`config.mk`:
```
export PLATFORM = sky130hd
export DESIGN_NAME = pipe_adder
export DESIGN_NICKNAME = d
export VERILOG_FILES = /design/src/rtl/pipe_adder.sv
export SDC_FILE = /design/constraint.sdc
export NUM_CORES = 1
export LEC_CHECK = 0
export CORE_MARGIN = 2
export CORE_UTILIZATION = 35
export DETAILED_ROUTE_END_ITERATION = 10
export GPL_TIMING_DRIVEN = 1
export SYNTH_ARGS = -nofsm -noshare
export SYNTH_HDL_FRONTEND = slang
export SYNTH_SLANG_ARGS = --single-unit
export TNS_END_PERCENT = 1
```
`constraint.sdc`:
```
create_clock -name clk -period 4.6 [get_ports clk]
set_input_delay 0.46 -clock clk [delete_from_list [all_inputs] [get_ports clk]]
set_output_delay 0.46 -clock clk [all_outputs]
set_load 0.01 [all_outputs]
```
`src/rtl/pipe_adder.sv`:
```
// Segmented pipelined adder: one SEG-bit slice per stage, global stall, registered outputs.
// Optional subtract mode (a + ~b + 1) is enabled by defining PIPE_ADDER_SUB_EN.
module pipe_adder #(
  parameter int WIDTH = 16,
  parameter int SEG   = 4
) (
  input  logic             clk,
  input  logic             rst,
  input  logic [WIDTH-1:0] a,
  input  logic [WIDTH-1:0] b,
  input  logic             c,
`ifdef PIPE_ADDER_SUB_EN
  input  logic             sub,
`endif
  input  logic             in_valid,
  output logic             in_ready,
  output logic [WIDTH-1:0] sum,
  output logic             carry,
  output logic             overflow,
  output logic             out_valid,
  input  logic             out_ready
);

  localparam int STAGES = WIDTH / SEG;

  function automatic logic [SEG:0] seg_add(input logic [SEG-1:0] x,
                                           input logic [SEG-1:0] y,
                                           input logic           ci);
    return {1'b0, x} + {1'b0, y} + {{SEG{1'b0}}, ci};
  endfunction

  // Signed overflow: equal operand signs, result sign differs.
  function automatic logic ovf_chk(input logic am, input logic bm, input logic sm);
    return (am == bm) && (sm != am);
  endfunction

  logic             sub_i;
  logic             adv;

  logic [STAGES:0]  vld_p;
  logic [STAGES:0]  cy_p;
  logic [WIDTH-1:0] opa_p [0:STAGES-1];
  logic [WIDTH-1:0] opb_p [0:STAGES-1];
  logic [WIDTH-1:0] acc_p [1:STAGES];
  logic             ovf_p;

  logic [SEG:0]     seg_r  [0:STAGES-1];
  logic [WIDTH-1:0] acc_nx [0:STAGES-1];

`ifdef PIPE_ADDER_SUB_EN
  assign sub_i = sub;
`else
  assign sub_i = 1'b0;
`endif

  assign adv      = !vld_p[STAGES] || out_ready;
  assign in_ready = adv;

  always_comb begin
    acc_nx[0] = '0;
    for (int k = 1; k < STAGES; k++) begin
      acc_nx[k] = acc_p[k];
    end
    for (int k = 0; k < STAGES; k++) begin
      seg_r[k] = seg_add(opa_p[k][k*SEG +: SEG], opb_p[k][k*SEG +: SEG], cy_p[k]);
      acc_nx[k][k*SEG +: SEG] = seg_r[k][SEG-1:0];
    end
  end

  always_ff @(posedge clk) begin
    if (adv) begin
      // p0: capture operands; subtraction folds into inverted B with forced carry-in
      opa_p[0] <= a;
      opb_p[0] <= b ^ {WIDTH{sub_i}};
      cy_p[0]  <= c | sub_i;
      for (int k = 1; k < STAGES; k++) begin
        opa_p[k] <= opa_p[k-1];
        opb_p[k] <= opb_p[k-1];
      end
      // p1..pSTAGES: stage k adds slice k-1 and forwards its carry
      for (int k = 0; k < STAGES; k++) begin
        acc_p[k+1] <= acc_nx[k];
        cy_p[k+1]  <= seg_r[k][SEG];
      end
      ovf_p <= ovf_chk(opa_p[STAGES-1][WIDTH-1], opb_p[STAGES-1][WIDTH-1],
                       seg_r[STAGES-1][SEG-1]);
      vld_p <= {vld_p[STAGES-1:0], in_valid};
    end
    if (rst) begin
      vld_p         <= '0;
      acc_p[STAGES] <= '0;
      cy_p[STAGES]  <= 1'b0;
      ovf_p         <= 1'b0;
    end
  end

  assign sum       = acc_p[STAGES];
  assign carry     = cy_p[STAGES];
  assign overflow  = ovf_p;
  assign out_valid = vld_p[STAGES];

endmodule

```
# Yosys cells after proc, flatten, opt, wreduce, memory -nomap -nowiden
# Memories as Yosys holds them, arrays and structs flattened.
# Index checks and enable logic that the tools add are counted.
[word_totals]
regBits = 11
ram_bits = 192
input_bits = 37
output_inout_bits = 20
word_cells = 26
memories = 3
[memory_table]
columns = ["name", "depth", "word_bits", "read_ports", "rd_ports_with_merged_regs", "wr", "line_no", "source"]
rows = [
  ["acc_p", 4, 16, 4, 0, 4, "44", "logic [WIDTH-1:0] acc_p [1:STAGES];"],
  ["opa_p", 4, 16, 4, 0, 4, "42", "logic [WIDTH-1:0] opa_p [0:STAGES-1];"],
  ["opb_p", 4, 16, 4, 0, 4, "43", "logic [WIDTH-1:0] opb_p [0:STAGES-1];"],
]
[op_classes]
n_addsub = 8
eq_ne = 2
n_mux = 5
bitwise_logic = 1
reduce_logical = 3
[ops]
columns = ["op", "n"]
rows = [
  ["adder 4 x 4 -> 5 bit", 4],
  ["adder 5 x 1 -> 5 bit", 4],
  ["two-way mux 16 bit", 1],
  ["two-way mux 1 bit", 4],
  ["equality test 1 bit", 1],
  ["logical AND 1 bit", 1],
  ["zero test 1 bit", 1],
  ["logical OR 1 bit", 1],
  ["inequality test 1 bit", 1],
  ["bitwise OR 1 bit", 1],
]

# Depth between registers and ports, before layout
# Gate-level depths: netlist of run 1.
[depth]
depth_word = 5
ltp_mapped = 6
ltp_nobuf = 6

# Least setup slack after synthesis of run 1
# Ideal clock, no wire load.
[synth_timing]
kind = "input-to-output"
startpoint = "input out_ready"
endpoint = "output in_ready"
arrival_time_ps = 1895
required_ps = 4140
path_slack_ps = 2245
cell_stages = 3
path_buffers = 1
path_cell_list = "nor2b_1 buf_2 inv_2"
[synth_between]
elab_chain_len = 1
[synth_rtl]
columns = ["element", "line_no", "source"]
rows = [
  ["from (decl)", "21", "input logic out_ready"],
  ["logical OR 1 bit", "56", "assign adv = !vld_p[STAGES] || out_ready;"],
  ["to (decl)", "16", "output logic in_ready,"],
]
# Every way passes these cells.

# Final worst setup path of run 1
# Same ends and word-level chain as after synthesis.

==> qor.yml, run 1 <==
sta:
  rsz0062_at_grt: "no"
  min_period_over_period_pct: 62.0
  setup_viol: 0
  fmax_mhz: 350
  tightest_slew_ns: 0.986
  finalClockSkew_ns: 0.00852
  slew_headroom_pct: 34.3
  maxSlewViolCount: 0
  setup_ws_ns: 1.75
  period_minus_slack_ns: 2.85
  finalSetupTns_ns: 0
  finalHoldViolations: 0
global_routing:
  antenna_found_initial: 0
  grt_max_degree: 84
  track_usage_pct: 8.98
  grt_pass1_vias: 1996
  overflow: 0
  grt_pass1_wl_mm: 9.45
synth:
  synth_edf_count: 124
  ys_warn_count: 0
  synth-main-ff-cell: "edfxtp_1"
  synth_top_family_by_area: "adder cells"
  syn_nets: 287
  synthTopCellsByArea: "edfxtp_1, fa_1, ha_1"
  yosys-top-cells-count: "edfxtp_1, nor2b_1, ha_1"
  synth-compound-area-share_pct: 2.99
  synth_xor_area_share_pct: 1.32
  yosysTopAreaCell: "edfxtp_1"
  synth_cells: 230
  syn_area_per_cell_sq_um: 20.2
  synth_area_sq_um: 4640
  synthMuxAreaShare_pct: 0
  async_flop_share_pct: 0
  synth_top_cell_area_share_pct: 80.3
  synth.most_common_cell: "edfxtp_1"
  synth_fa_ha_area_share_pct: 6.69
  synth_seq_cells: 131
  yosysSeqAreaShare_pct: 83.3
  yosys.area_share.simple_pct: 4.69
  yosys.cell_types.count: 26
die:
  die_w_um: 119
  core_area_sq_um: 13100
  start_util_pct: 35.5
  die_y_um: 119
  num_rows: 42
  io_pins: 57
  die_area_sq_um: 14200
place:
  port_buffers: 56
  dpl_cell_area_sq_um: 5420
  hpwl_mm: 3.61
  gp_congestion: 0.652
  place_ws_ns: 1.70
cells_and_area:
  drive_above_1_share_pct: 10.4
  diodes: 0
  finalInstanceArea_sq_um: 6010
  syn2layout_area_growth_pct: 29.5
  num-nets-final: 360
cts:
  clkLatencyLatePin_ns: 0.40
  numCtsBuffers: 17
  clockBufferDepth: 2
  numClockSinks: 131
  clk_pin_slew_ns: 0.06
  cts_hold_buf: 0
  htreeDepth: 4
  cts_root_buffer: "clkbuf_16"
  cts_setup_buffers: 0
  cts_resized: 0
  cts_tree: "done"
power_and_ir_drop:
  leakagePower_nw: 2.25
  peakVddDrop_mv: 0.322
  power_density_nw_per_um2: 496
worst_setup_path:
  cp-end-kind: "output port"
  startpoint_type: "primary input"
  critPathKind: "in -> out"
  arrival_ns: 2.39
  required_ns: 4.14
  crit_fanout: 32
worst_hold_path:
  hp-class: "reg -> reg"
routing:
  wl_per_cell_um: 11.7
  drt_pre_antenna_iters: 4
  vias_per_cell: 4.06
  wl_met2_mm: 2.69
  drt_wl_total_mm: 5.75
  dr_wl_met3_um: 295
  final_antenna_net_count: 0
  vias: 1996
  drc: 0
  routedLengthMet1_mm: 2.64
  drt-initial-drc-count: 115
  highest_layer: "met4"
outcome:
  outcome: "completed"
run:
  drv_cap: 0
layer usage:
metal	GRT usage, %	vias to the layer above
li1	-	1015
met1	10.5	921
met2	13.3	50
met3	3.83	10
met4	6.25	0
met5	0	-
area by class of cell:
class	instances	area (sq um)
Fill cell	1106	7080
Sequential cell	131	3860
Multi-Input combinational cell	87	728
Timing Repair Buffer	57	568
Clock buffer	18	429
Tap cell	176	220
Clock inverter	14	164
Inverter	9	36.3
report_power, final:
group          switching (mW)  leakage, nW  internal (mW)
clock                   0.466        0.277          0.847
combinational          0.0726        0.589          0.115
sequential             0.0372         1.39           1.44
total                   0.575         2.25           2.41
worst paths after layout:
path	endpoint	start	slack, ns	cells past startpoint
min reg2reg	opa_p[3][13]	opa_p[2][13]	0.41	0
max reg2reg	opa_p[0][6]	vld_p[4]	2.36	3
min	opa_p[3][13]	opa_p[2][13]	0.41	0
max	in_ready	out_ready	1.75	4
cells by family after synthesis:
| kind of cell | after synthesis |
|---|---|
| flip-flops | 131 |
| XOR/XNOR | 7 |
| AO/OA/AOI/OAI | 21 |
| buffers and inverters | 12 |
| AND/OR/NAND/NOR | 39 |
| adder cells (fa/ha/maj) | 20 |
state kept, by name, summed over array words and instances, names as in the netlist:
register and count:
acc_p 40, opa_p 40, opb_p 40, cy_p 5
vld_p 5, overflow 1
per-stage QoR:
step / power, mW / instances / util [%] / hold slack [ns]
4_1_cts: 3.02 / 492 / 45.9 / 0.414
3_5_place_dp: 1.70 / 460 / 41.4 / 0.405
3_3_place_gp: 1.69 / 460 / 41.4 / 0.402
2_1_floorplan: 1.59 / 230 / - / 0.400
6_report: 2.98 / 492 / 45.9 / 0.411
5_1_grt: 3.10 / 492 / 45.9 / 0.419
worst max-delay path: stages:
cell	delay, ns
clkdlybuf4s50_1	0.39
nor2b_1	0.61
inv_4	0.33
clkdlybuf4s50_1	0.58
placed cells by master (no fill, tap or decap), drive strengths merged, types with 2 or more instances in the layout:
cell type / n
a21o: 7
a21oi: 9
bufinv: 3
clkbuf: 18
clkdlybuf4s50: 56
clkinv: 7
clkinvlp: 4
dfxtp: 7
edfxtp: 124
fa: 8
ha: 12
inv: 9
nand2: 9
nand2b: 3
nand3: 2
nor2: 4
nor2b: 16
o21ai: 2
xnor2: 6
Note: power is estimated with default switching activity, not from simulation.
==> run 2, diff against run 1 <==
Clock period 4.6 ns to 2.6 ns, I/O delays scaled along.
==> qor.yml, run 2 (same netlist as run 1, synthesis figures left out) <==
sta:
  whs_ns: 0.409
  tightest_slew_ns: 0.733
  min_period_over_period_pct: 73.9
  finalClockSkew_ns: 0.00663
  finalSetupTns_ns: 0
  rsz0062_at_grt: "no"
  fmax_mhz: 520
  finalHoldViolations: 0
  setup_ws_ns: 0.678
  period_minus_slack_ns: 1.92
  slew_headroom_pct: 51.1
  maxSlewViolCount: 0
  setup_viol: 0
cts:
  clkLatencyLatePin_ns: 0.40
  cts_root_buffer: "clkbuf_16"
  cts_setup_buffers: 0
  numCtsBuffers: 17
  cts_tree: "done"
  numClockSinks: 131
  cts_hold_buf: 0
  htreeDepth: 4
  cts_resized: 0
  clk_pin_slew_ns: 0.06
  clockBufferDepth: 2
cells_and_area:
  fill_cells: 1120
  final_cell_mix: "edfxtp_1, clkdlybuf4s50_1, clkbuf_16"
  syn2layout_area_growth_pct: 30.6
  final_cells: 495
  drive_above_1_share_pct: 11.9
  num-nets-final: 363
  final_common_cell: "edfxtp_1"
  largestRegisters: "acc_p x40, opa_p x40, opb_p x40"
  diodes: 0
worst_hold_path:
  hp-class: "in -> reg"
die:
  start_util_pct: 35.5
  die_w_um: 119
  core_area_sq_um: 13100
  die_area_sq_um: 14200
  die_y_um: 119
  num_rows: 42
  io_pins: 57
worst_setup_path:
  critPathBufInv: 2
  cp-end-kind: "output port"
  crit_fanout: 3
  arrival_ns: 1.66
  crit_family: "buffers and inverters"
  cp_slowest_stage_delay_ns: 0.49
  path_cells: "nor2b_1 -> inv_4 -> clkdlybuf4s50_1"
  cp_slowest_cell: "clkdlybuf4s50_1"
  critPathKind: "reg -> out"
  startpoint_type: "flip-flop"
  required_ns: 2.34
power_and_ir_drop:
  p_total_mw: 5.27
  combinationalPowerShare_pct: 6.4
  pwr-share-clk_pct: 43.9
  seq_power_share_pct: 49.8
  peakVddDrop_mv: 0.293
  swShare_pct: 18.8
  p_switching_mw: 0.993
  leakagePower_nw: 2.30
  power_density_nw_per_um2: 870
  p_int_mw: 4.27
routing:
  dr_wl_met3_um: 347
  drt_pre_antenna_iters: 4
  final_antenna_net_count: 0
  wl_met2_mm: 2.95
  drt_wl_total_mm: 5.84
  wl_per_cell_um: 11.8
  vias_per_cell: 4.12
  vias: 2038
  drc: 0
  highest_layer: "met4"
  routedLengthMet1_mm: 2.48
  drt-initial-drc-count: 94
global_routing:
  antenna_found_initial: 0
  grt_pass1_vias: 2055
  grt_max_degree: 85
  grt_pass1_wl_mm: 9.49
  track_usage_pct: 9.02
  overflow: 0
place:
  port_buffers: 56
  hpwl_mm: 3.75
  gp_congestion: 0.631
  place_ws_ns: 0.646
  place_inst: 463
run:
  drv_cap: 0
outcome:
  outcome: "completed"
[run 2: changes by cell type in the layout (fill, tap and decap cells not counted), sizes merged]
cell / previous run / this run
clkbuf: 18 / 26
clkinvlp: 4 / 0
buf: 1 / 4
bufinv: 3 / 0
clkinv: 7 / 4
inv: 9 / 11
[run 2: metrics by stage]
stage               utilization, %  area, sq um
global placement              41.7         5450
floorplan                        -         4640
detailed placement            41.7         5450
finish                        46.3         6060
global route                  46.3         6060
CTS                           46.3         6060
[run 2: area by class of cell]
| class | count | area, sq um | area share (%) |
|---|---|---|---|
| multi-input combinational | 87 | 728 | 12.0 |
| clock inverter | 6 | 32.5 | 0.537 |
| tap | 176 | 220 | 3.64 |
| timing repair buffer | 60 | 603 | 9.96 |
| inverter | 9 | 36.3 | 0.599 |
| sequential | 131 | 3860 | 63.8 |
| clock buffer | 26 | 573 | 9.46 |
[run 2: worst register-to-register path, cell delays in order (launching register included)]
cell	delay, ns
edfxtp_1	0.39
fa_1	0.46
fa_1	0.41
a21o_1	0.19
a211oi_1	0.23
nor3_1	0.08
[run 2: path summary, 6_finish.rpt]
check | from | to | slack (ns) | cells past startpoint
setup reg to reg | cy_p[3] | cy_p[4] | 0.71 | 5
hold / removal | b[0] | opb_p[0][0] | 0.41 | 1
setup / recovery | vld_p[4] | in_ready | 0.68 | 3
hold reg to reg | opa_p[2][13] | opa_p[3][13] | 0.41 | 0
[run 2: layer usage]
layer	vias to the layer above	global-route usage (%)
met1	964	9.60
met5	-	0
li1	1012	-
met3	8	4.50
met2	54	14.4
met4	0	5.36
[run 2: power by group through the flow]
stage	sequential (mW)	combinational (mW)	clock (mW)
after floorplan	2.66	0.147	0
after CTS	2.63	0.342	2.38
after global routing	2.65	0.371	2.47
final	2.62	0.335	2.31
after detailed placement	2.67	0.341	0
after global placement	2.66	0.331	0
==> run 3, diff against run 2 <==
Clock period 2.6 ns to 1.9 ns, I/O delays scaled along.
==> qor.yml, run 3 (same netlist as run 1, synthesis figures left out) <==
cts:
  clockBufferDepth: 2
  cts_tree: "done"
  clkLatencyLatePin_ns: 0.40
  htreeDepth: 4
  cts_root_buffer: "clkbuf_16"
  cts_hold_buf: 0
  numCtsBuffers: 17
  numClockSinks: 131
  clk_pin_slew_ns: 0.06
die:
  die_w_um: 119
  num_rows: 42
  start_util_pct: 35.5
  core_area_sq_um: 13100
  io_pins: 57
  die_area_sq_um: 14200
  die_y_um: 119
global_routing:
  grt_max_degree: 114
  track_usage_pct: 9.17
  overflow: 0
  antenna_found_initial: 0
  grt_pass1_vias: 2110
  grt_pass1_wl_mm: 9.78
routing:
  highest_layer: "met4"
  routedLengthMet1_mm: 2.60
  vias_per_cell: 4.11
  vias: 2045
  final_antenna_net_count: 0
  drc: 0
  wl_met2_mm: 2.85
  drt_pre_antenna_iters: 4
  drt_wl_total_mm: 5.90
  dr_wl_met3_um: 308
  wl_per_cell_um: 11.9
  drt-initial-drc-count: 91
sta:
  tightest_slew_ns: 0.560
  slew_headroom_pct: 62.7
  finalHoldViolations: 0
  rsz0062_at_grt: "no"
  setup_viol: 0
  maxSlewViolCount: 0
  period_minus_slack_ns: 1.80
  min_period_over_period_pct: 94.6
  finalClockSkew_ns: 0.00736
  fmax_mhz: 557
place:
  hpwl_mm: 3.62
  dpl_cell_area_sq_um: 5460
  gp_congestion: 0.652
  port_buffers: 56
worst_setup_path:
  startpoint_type: "flip-flop"
  required_ns: 2.06
  critPathKind: "reg -> reg"
  cp_slowest_cell: "fa_2"
  cp-end-kind: "flip-flop"
  cp_slowest_stage_delay_ns: 0.43
  path_cells: "fa_2 -> fa_2 -> a21o_1 -> a21o_1"
  crit_fanout: 2
  arrival_ns: 1.95
power_and_ir_drop:
  power_density_nw_per_um2: 1230
  p_total_mw: 7.51
  leakagePower_nw: 2.32
  peakVddDrop_mv: 0.447
cells_and_area:
  num-nets-final: 365
  drive_above_1_share_pct: 13.4
  largestRegisters: "acc_p x40, opa_p x40, opb_p x40"
  finalInstanceArea_sq_um: 6120
  syn2layout_area_growth_pct: 31.9
  fill_cells: 1125
  final_common_cell: "edfxtp_1"
  final_cell_mix: "edfxtp_1, clkdlybuf4s50_1, clkbuf_16"
  diodes: 0
  fin_util_pct: 46.8
outcome:
  outcome: "completed"
run:
  drv_cap: 0
worst_hold_path:
  hp-class: "in -> reg"
[run 3: changes by cell type in the layout (fill, tap and decap cells not counted), sizes merged]
cell,change
inv,-2
bufinv,+5
buf,+2
clkinv,+4
clkbuf,-7
[run 3: cell type report]
cell class	count	area [sq um]	area share, %
clock buffer	19	433	7.08
clock inverter	13	209	3.42
inverter	9	36.3	0.593
multi-input combinational	87	738	12.1
sequential	131	3860	63.1
tap	176	220	3.60
timing repair buffer	62	618	10.1
[run 3: worst paths after layout]
kind                                      to    startpoint  slack, ns  depth (start not counted)
worst max register to register       cy_p[2]       cy_p[1]       0.10                          4
worst min-delay path             opb_p[0][3]          b[3]       0.34                          1
worst max-delay path                 cy_p[2]       cy_p[1]       0.10                          4
worst min register to register  opb_p[3][12]  opb_p[2][12]       0.41                          0
[run 3: routing by layer]
| metal | track usage, % | vias up |
|---|---|---|
| met1 | 10.6 | 958 |
| met5 | 0 | - |
| li1 | - | 1020 |
| met4 | 6.10 | 0 |
| met3 | 3.59 | 14 |
| met2 | 14.1 | 53 |
[run 3: repair_timing]
action,4_1_cts,5_1_grt
pin swaps,0,1
gates resized for setup,2,2
endpoints found under the setup margin,2,2
buffers inserted,0,1
[run 3: critical path: cells and delay by family (launching register included)]
family | cells | cell delay, ns
fa+ha+maj | 2 | 0.80
flops | 1 | 0.41
compound gates | 2 | 0.34
[run 3: through the flow]
step | TNS [ns] | hold slack (ns) | setup slack (ns) | instances
after floorplan | 0 | 0.289 | 0.0895 | 230
after global placement | 0 | 0.403 | 0.0609 | 464
after detailed placement | -0.0114 | 0.405 | -0.00605 | 464
after CTS | 0 | 0.319 | 0.0431 | 496
after global routing | 0 | 0.320 | 0.0113 | 497
final | 0 | 0.338 | 0.104 | 497
[run 3: power breakdown]
part           internal [mW]  switching [mW]  total [mW]  leakage, nW
combinational          0.292           0.180       0.473        0.616
sequential              3.50          0.0865        3.58         1.39
clock                   2.33            1.12        3.45        0.315
total                   6.12            1.39        7.51         2.32
